<file path="config.mk">
export PLATFORM = sky130hd
export DESIGN_NAME = stage_chain_sequencer
export DESIGN_NICKNAME = d
export VERILOG_FILES = /design/src/rtl/stage_chain_sequencer_pkg.sv /design/src/rtl/mod31.sv /design/src/rtl/mod32.sv /design/src/rtl/stage_chain_sequencer_stage_pair_unit.sv /design/src/rtl/stage_chain_sequencer.sv
export SDC_FILE = /design/constraint.sdc
export NUM_CORES = 1
export LEC_CHECK = 0
export CORE_MARGIN = 4
export CORE_UTILIZATION = 35
export DETAILED_ROUTE_END_ITERATION = 10
export PLACE_DENSITY = 0.57
export SLEW_MARGIN = 25
export SYNTH_ARGS = -nofsm -noshare
export SYNTH_HDL_FRONTEND = slang
export SYNTH_SLANG_ARGS = --single-unit
</file>
<file path="constraint.sdc">
create_clock -name clk -period 32.3 [get_ports clk]
set_input_delay 6.46 -clock clk [delete_from_list [all_inputs] [get_ports clk]]
set_output_delay 6.46 -clock clk [all_outputs]
set_load 0.01 [all_outputs]
</file>
<file path="src/rtl/stage_chain_sequencer_pkg.sv">
// Shared constants for the stage chain sequencer: FSM encoding, stage kinds
// and the width of the stage index counter.
package stage_seq_pkg;

  localparam int IDX_W = 5;

  localparam logic [1:0] ST_IDLE = 2'b00;
  localparam logic [1:0] ST_RUN  = 2'b01;
  localparam logic [1:0] ST_DONE = 2'b10;

  localparam logic KIND_M31 = 1'b0;
  localparam logic KIND_M32 = 1'b1;

endpackage

</file>
<file path="src/rtl/mod31.sv">
// Even chain stage. While the run flag is set it rotates the operand left by
// five and adds 31; the flag survives only if the operand is not a multiple
// of 31. With the flag clear the operand passes through untouched.
module mod31 #(
  parameter int WIDTH = 32
) (
  input  logic [WIDTH-1:0] num,
  input  logic             rin,
  output logic [WIDTH-1:0] num_o,
  output logic             rout
);

  logic [WIDTH-1:0] w_rot;
  logic [WIDTH-1:0] w_res;

  assign w_rot = {num[WIDTH-6:0], num[WIDTH-1:WIDTH-5]};
  assign w_res = num % WIDTH'(31);

  assign num_o = rin ? (w_rot + WIDTH'(31)) : num;
  assign rout  = rin && (w_res != '0);

endmodule

</file>
<file path="src/rtl/mod32.sv">
// Odd chain stage. While the run flag is set it folds the operand with a
// 7-bit right shift of itself and adds 32; the flag survives only if the
// operand is not a multiple of 32. With the flag clear it passes through.
module mod32 #(
  parameter int WIDTH = 32
) (
  input  logic [WIDTH-1:0] num,
  input  logic             rin,
  output logic [WIDTH-1:0] num_o,
  output logic             rout
);

  logic [WIDTH-1:0] w_mix;

  assign w_mix = num ^ (num >> 7);

  assign num_o = rin ? (w_mix + WIDTH'(32)) : num;
  assign rout  = rin && (num[4:0] != 5'd0);

endmodule

</file>
<file path="src/rtl/stage_chain_sequencer_stage_pair_unit.sv">
// One mod31 and one mod32 evaluated side by side on the same operand; the
// stage kind picks which result goes back to the accumulator. Combinational.
module stage_pair_unit
  import stage_seq_pkg::*;
#(
  parameter int WIDTH = 32
) (
  input  logic [WIDTH-1:0] num,
  input  logic             rin,
  input  logic             kind,
  output logic [WIDTH-1:0] num_o,
  output logic             rout
);

  logic [WIDTH-1:0] w_m31_num;
  logic [WIDTH-1:0] w_m32_num;
  logic             w_m31_rout;
  logic             w_m32_rout;

  mod31 #(.WIDTH(WIDTH)) u_mod31 (
    .num   (num),
    .rin   (rin),
    .num_o (w_m31_num),
    .rout  (w_m31_rout)
  );

  mod32 #(.WIDTH(WIDTH)) u_mod32 (
    .num   (num),
    .rin   (rin),
    .num_o (w_m32_num),
    .rout  (w_m32_rout)
  );

  assign num_o = (kind == KIND_M32) ? w_m32_num  : w_m31_num;
  assign rout  = (kind == KIND_M32) ? w_m32_rout : w_m31_rout;

endmodule

</file>
<file path="src/rtl/stage_chain_sequencer.sv">
// Time-multiplexed replacement for the unrolled mod31/mod32 chain: one
// operand is accepted, stepped through STAGES alternating stage evaluations
// (one per cycle) and then held on the output until the consumer takes it.
module stage_chain_sequencer
  import stage_seq_pkg::*;
#(
  parameter int WIDTH      = 32,
  parameter int STAGES     = 18,
  parameter int EARLY_EXIT = 0
) (
  input  logic             clk,
  input  logic             rst_n,
  input  logic             in_valid,
  output logic             in_ready,
  input  logic [WIDTH-1:0] in_num,
  output logic             out_valid,
  input  logic             out_ready,
  output logic [WIDTH-1:0] out_num,
  output logic             out_flag,
  output logic [IDX_W-1:0] out_stages,
  output logic             busy
);

  localparam logic [IDX_W-1:0] LAST_IDX = IDX_W'(STAGES - 1);
  localparam logic             EE_EN    = (EARLY_EXIT != 0);

  logic [1:0]       r_state;
  logic [WIDTH-1:0] r_acc;
  logic             r_flag;
  logic [IDX_W-1:0] r_idx;

  logic [WIDTH-1:0] w_num_o;
  logic             w_rout;
  logic             w_last;

  // Even index runs mod31, odd index runs mod32.
  stage_pair_unit #(.WIDTH(WIDTH)) u_stage (
    .num   (r_acc),
    .rin   (r_flag),
    .kind  (r_idx[0]),
    .num_o (w_num_o),
    .rout  (w_rout)
  );

  // The current stage ends the sequence on the final index, or early when
  // early exit is enabled and the run flag has just dropped.
  assign w_last = (r_idx == LAST_IDX) || (EE_EN && !w_rout);

  // FSM plus operand/flag/index registers; reset discards any in-flight work.
  always_ff @(posedge clk or negedge rst_n) begin
    if (!rst_n) begin
      r_state <= ST_IDLE;
      r_acc   <= '0;
      r_flag  <= 1'b0;
      r_idx   <= '0;
    end else begin
      case (r_state)
        ST_IDLE: begin
          if (in_valid) begin
            r_acc   <= in_num;
            r_flag  <= 1'b1;
            r_idx   <= '0;
            r_state <= ST_RUN;
          end
        end
        ST_RUN: begin
          r_acc  <= w_num_o;
          r_flag <= w_rout;
          r_idx  <= r_idx + IDX_W'(1);
          if (w_last) begin
            r_state <= ST_DONE;
          end
        end
        ST_DONE: begin
          if (out_ready) begin
            r_state <= ST_IDLE;
          end
        end
        default: r_state <= ST_IDLE;
      endcase
    end
  end

  assign in_ready   = (r_state == ST_IDLE);
  assign out_valid  = (r_state == ST_DONE);
  assign busy       = (r_state != ST_IDLE);
  assign out_num    = r_acc;
  assign out_flag   = r_flag;
  assign out_stages = r_idx;

endmodule

</file>
# == Yosys cells after proc, flatten, opt, wreduce, memory -nomap -nowiden ==
# Index checks and enable logic that the tools add are counted.
# word_totals
reg_bits,40
inputBits,36
out_inout_bits,41
word_cells,40
# classes
n_addsub,3
div_mod_pow,1
n_eq_ne,7
mux,14
bitwise,1
n_reduce_logical,10
# op_table
operator,n
$mux W32,4
$pmux W32 S2,1
$add A32 B5 Y32 const B,1
$add A32 B6 Y32 const B,1
$mod A32 B5 Y32 const B,1
$reduce_bool A32 Y1,1
$xor A32 B25 Y32,1
$pmux W5 S2,1
$mux W2,3
$ne A2 B2 Y1 const B,3
$pmux W2 S3,1
$reduce_and A3 Y1,2
$add A5 B1 Y5 const B,1
$eq A5 B5 Y1 const B,1
$mux W5,1
$reduce_bool A5 Y1,1
$reduce_bool A2 Y1,2
$eq A2 B1 Y1 const B,1
$eq A2 B2 Y1 const B,1
$logic_and A1 B1 Y1,2
$logic_not A2 Y1,1
$mux W1,2
$ne A2 B1 Y1 const B,1
$pmux W1 S2,1
$reduce_and A2 Y1,1

# == Depth between registers and ports, before layout ==
# Gate-level depths: netlist of run 1.
# logic_depth
ltp_word,5
depth_mapped,100
mapped_depth_nobuf,80

# == Hierarchy ==
# Synthesis of run 1 repeated with hierarchy kept, for this count alone.
# unflattened
hier_cells,2865
area_unflattened_um2,20499.7
# modules_own_cells
module,n_inst,cells_each,area_each_um2,seq_area_each_um2
mod31,1,2455,16652.2,0.0
stage_chain_sequencer,1,180,1903.1,1001.0
mod32,1,193,1388.8,0.0
stage_pair_unit,1,37,555.5,0.0

# == Worst setup path after synthesis of run 1 ==
# OpenSTA, ideal clock, no wires.
# synth_timing
path_kind,register to register
startpoint,"register r_acc[9], in the netlist out_num[9]"
endpoint,"register r_flag, in the netlist out_flag"
setup_time_ps,126
arrival_ps,23650
required_ps,32174
slack_ps,8524
path_stages_with_launch,89
n_path_buf,10
synth_period_minus_slack_ps,23776
cell_sequence,dfrtp_1 -> buf_4 -> nor4b_1 -> nand4b_1 -> nor3_2 -> nor3_1 -> or4_1 -> buf_2 -> nor4_4 -> or2_1 -> buf_4 -> nand3_1 -> a211o_2 -> or4_1 -> a211o_1 -> nor2_4 -> mux2i_1 -> nor3_1 -> (+53 left out) -> xor2_1 -> inv_1 -> ha_1 -> nand2b_1 -> a41oi_2 -> nor4_2 -> o211a_1 -> buf_4 -> xnor2_1 -> ha_1 -> and2_2 -> clkbuf_1 -> a211oi_2 -> nand4_1 -> o21bai_1 -> a222oi_1 -> nand4_1 -> o32a_1
# synth_via
elab_chain_cells,5
# synth_rtl
item,line,source
start: declaration,stage_chain_sequencer.sv:28,logic [WIDTH-1:0] r_acc;
start signal: assignment,stage_chain_sequencer.sv:60,r_acc <= in_num;
start signal: assignment,stage_chain_sequencer.sv:67,r_acc <= w_num_o;
$mod A32 B5 Y32,mod31.sv:17,assign w_res = num % WIDTH'(31);
$reduce_bool A32 Y1,mod31.sv:20,assign rout = rin && (w_res != '0);
$logic_and A1 B1 Y1,mod31.sv:20,
$mux W1,stage_chain_sequencer_stage_pair_unit.sv:35,assign rout = (kind == KIND_M32) ? w_m32_rout : w_m31_rout;
$pmux W1 S2,stage_chain_sequencer.sv:57,case (r_state)
end signal: assignment,stage_chain_sequencer.sv:68,r_flag <= w_rout;
end: declaration,stage_chain_sequencer.sv:29,logic r_flag;
# No other way between the ends.
# A chain may end at the register's enable or synchronous reset.

# == Worst setup path after layout of run 1 ==
# layout_timing
startpoint,"register r_acc[4], in the netlist out_num[4]"
endpoint,"register r_flag, in the netlist out_flag"
# layout_via
elab_chain_cells,5
word_cells_on_any_way,7
classes_between,1 x div; 2 x mux; 4 x reduce/logical
# layout_rtl
item,line
$mod A32 B5 Y32,mod31.sv:17
$reduce_bool A32 Y1,mod31.sv:20
$logic_and A1 B1 Y1,mod31.sv:20
$mux W1 *,stage_chain_sequencer_stage_pair_unit.sv:35
$pmux W1 S2 *,stage_chain_sequencer.sv:57
# Every way passes the cells marked *; elsewhere a longest branch is shown, timed or not.

==> impl_metrics.tcl, run 1 <==
set metrics [dict create \
    cts_tree "done" \
    synth_flop_cell "dfrtp_1" \
    via_count 21312 \
    synthArstFlopShare 1.000 \
    rows 83 \
    fin_skew_ns 0.005960 \
    yosysUniqueCellTypes 166 \
    worstPathMaxFanout 15 \
    status "complete, no violations" \
    critPathRequiredTime_ns 32.48 \
    yosysTopAreaCellShare 0.06715 \
    min_from "out_stages[4]" \
    worstMarginPinSlew_ns 1.011 \
    finalHoldViolCount 0 \
    avgSynthCellArea_um2 7.030 \
    clock_path_buffers 2 \
    slew-limit-headroom 0.3208 \
    initial_core_util 0.3556 \
    crit_path_top_delay_cell "a22oi_1" \
    ff2ff_path_depth 77 \
    synth_most_common_cell "nor2_1" \
    path_buf_inv 2 \
    die_area_um2 56280 \
    netlist_area_um2 18390 \
    wirelength_um 68520 \
    dpl.cell_count 3256 \
    yosys_warnings 0 \
    finalWeightedCongestion 0.9308 \
    cap_violations 0 \
    period_minus_slack_ns 29.68 \
    root_buffer "clkbuf_16" \
    fmax_mhz 33.70 \
    overflow 0 \
    finalNonFillerCells 3265 \
    syn_nets 2659 \
    first_pass_iters 5 \
    setup_viol 0 \
    hold_ws_ns 0.5659 \
    reg2reg_from "out_num[4]" \
    synthTopCellsByCount "nor2_1, nand2_1, a21oi_1, xnor2_1, nand3_1" \
    io_buffers 76 \
    r2r_setup_slack_ns 2.62 \
    synth_area_leaders "xnor2_1, dfrtp_1, nor2_1" \
    start_kind "flop" \
    avgViaCountPerCell 6.527 \
    grt_pass1_wl_um 109300 \
    period_share 0.9188 \
    cp.arrival_ns 29.86 \
    netlist_instances 2616 \
    cts_setup_buffers 0 \
    cts_buffers 5 \
    hold_end "out_stages[4]" \
    crit_family "simple AND/OR/NAND/NOR gates" \
    dp_hpwl_um 54440 \
    wl_per_cell_um 20.99 \
    yosys_register_bits 40 \
    grt_pass1_vias 19796 \
    utilization 0.3773 \
    ctsHoldBuffers 0 \
    fin_setup_tns_ns 0 \
    end_kind "flop" \
    synth-edff-count 0 \
    min_path_type "reg -> reg" \
    postRouteAntennaNets 0 \
    core_um2 51720 \
    die_w_um 237.2 \
    htreeDepth 2 \
    clock_insertion_delay_worst_skew_ns 0.29 \
    ys_seq_area_frac 0.05443 \
    multi_input_area_um2 16380 \
    cpPeakStageDelay_ns 0.79 \
    min_path_cells 1 \
    grt_use_total 0.2285 \
    drc 0 \
    die_h_um 237.2 \
    synth_top_cell_by_area "xnor2_1" \
    drtIter0Drc 1966 \
    n_fill_cell 5567 \
    drive_above_1_share 0.1030 \
    slew_violations 0 \
    rsz0062_at_grt "false" \
    area_growth_pct 6.117 \
    grt_max_degree 71 \
    antenna_found_initial 2 \
    path_clk_slew_ns 0.07 \
    nets 2626 \
    cts_resized 0 \
    seq_area_um2 1002 \
    numClockSinks 40 \
    timing.rr.end "out_flag" \
    crit_type "reg -> reg" \
    pin_count 77 \
]
## kinds of logic after synthesis
group / count (synthesis) / share of synthesized area
AO/OA/AOI/OAI: 892 / 0.3731
XOR/XNOR: 222 / 0.1110
adder cells (fa/ha/maj): 28 / 0.01626
buffers and inverters: 201 / 0.05667
flip-flops: 40 / 0.05443
multiplexers: 49 / 0.02960
AND/OR/NAND/NOR: 1184 / 0.3589
## per-layer routing
metal  vias to the layer above  GRT usage  part of all wire
li1                      10138          -                 -
met4                         2    0.05962             0.026
met1                     10204     0.3254              0.47
met2                       847     0.3707              0.45
met3                       121    0.02158             0.059
met5                         -          0           0.00019
## how the worst max path moves through the flow
stage	start	endpoint	cells past startpoint
after floorplan	out_num[9]	out_flag	88
after global placement	out_num[4]	out_flag	76
after detailed placement	out_num[4]	out_flag	76
after CTS	out_num[4]	out_flag	76
after global routing	out_num[4]	out_flag	77
final	out_num[4]	out_flag	77
## cells in the final DEF, fill, tap and decap left out, types with 28 or more instances in the layout
master,count
nand2_1,223
and3_1,46
a21o_1,39
xnor2_1,141
dfrtp_1,39
a21oi_1,154
a31oi_1,40
o21ai_1,31
o211ai_1,36
o21ai_0,103
nor3_1,101
and2_1,46
a211oi_1,68
inv_1,62
or2_2,28
xor2_1,68
nor4_1,41
nand3_1,114
or3_1,33
nor2_1,245
nand4_1,65
clkdlybuf4s50_1,75
## registers in the layout, indices dropped and copies added (netlist names)
| register | flops |
|---|---|
| out_num | 32 |
| out_flag | 1 |
| out_stages | 5 |
| r_state | 2 |
## stage by stage
step,worst slack [ns],area [µm²]
after global placement,3.231,19350
after global routing,0.5259,19510
after CTS,2.767,19500
after detailed placement,2.821,19370
final,2.622,19520
after floorplan,8.524,18390
## area by class of cell
class | instances | share of cell area
Antenna cell | 2 | 0.0002565
Clock buffer | 6 | 0.006604
Multi-Input combinational cell | 2375 | 0.8392
Timing Repair Buffer | 95 | 0.04603
Clock inverter | 1 | 0.0002565
Tap cell | 680 | 0.04360
Inverter | 66 | 0.01269
Sequential cell | 40 | 0.05136
Power of run 1 is not shown: default switching activity piles up to over one toggle a cycle in this logic, so the estimate is an artifact.
==> inputs of run 2 (changes only) <==
Settings changed: CTS_CLUSTER_DIAMETER from default to 100.
==> results of run 2 <==
No change in the layout: final DEF, timing and power equal those of run 1.
Power of run 2 is left out for the same reason.
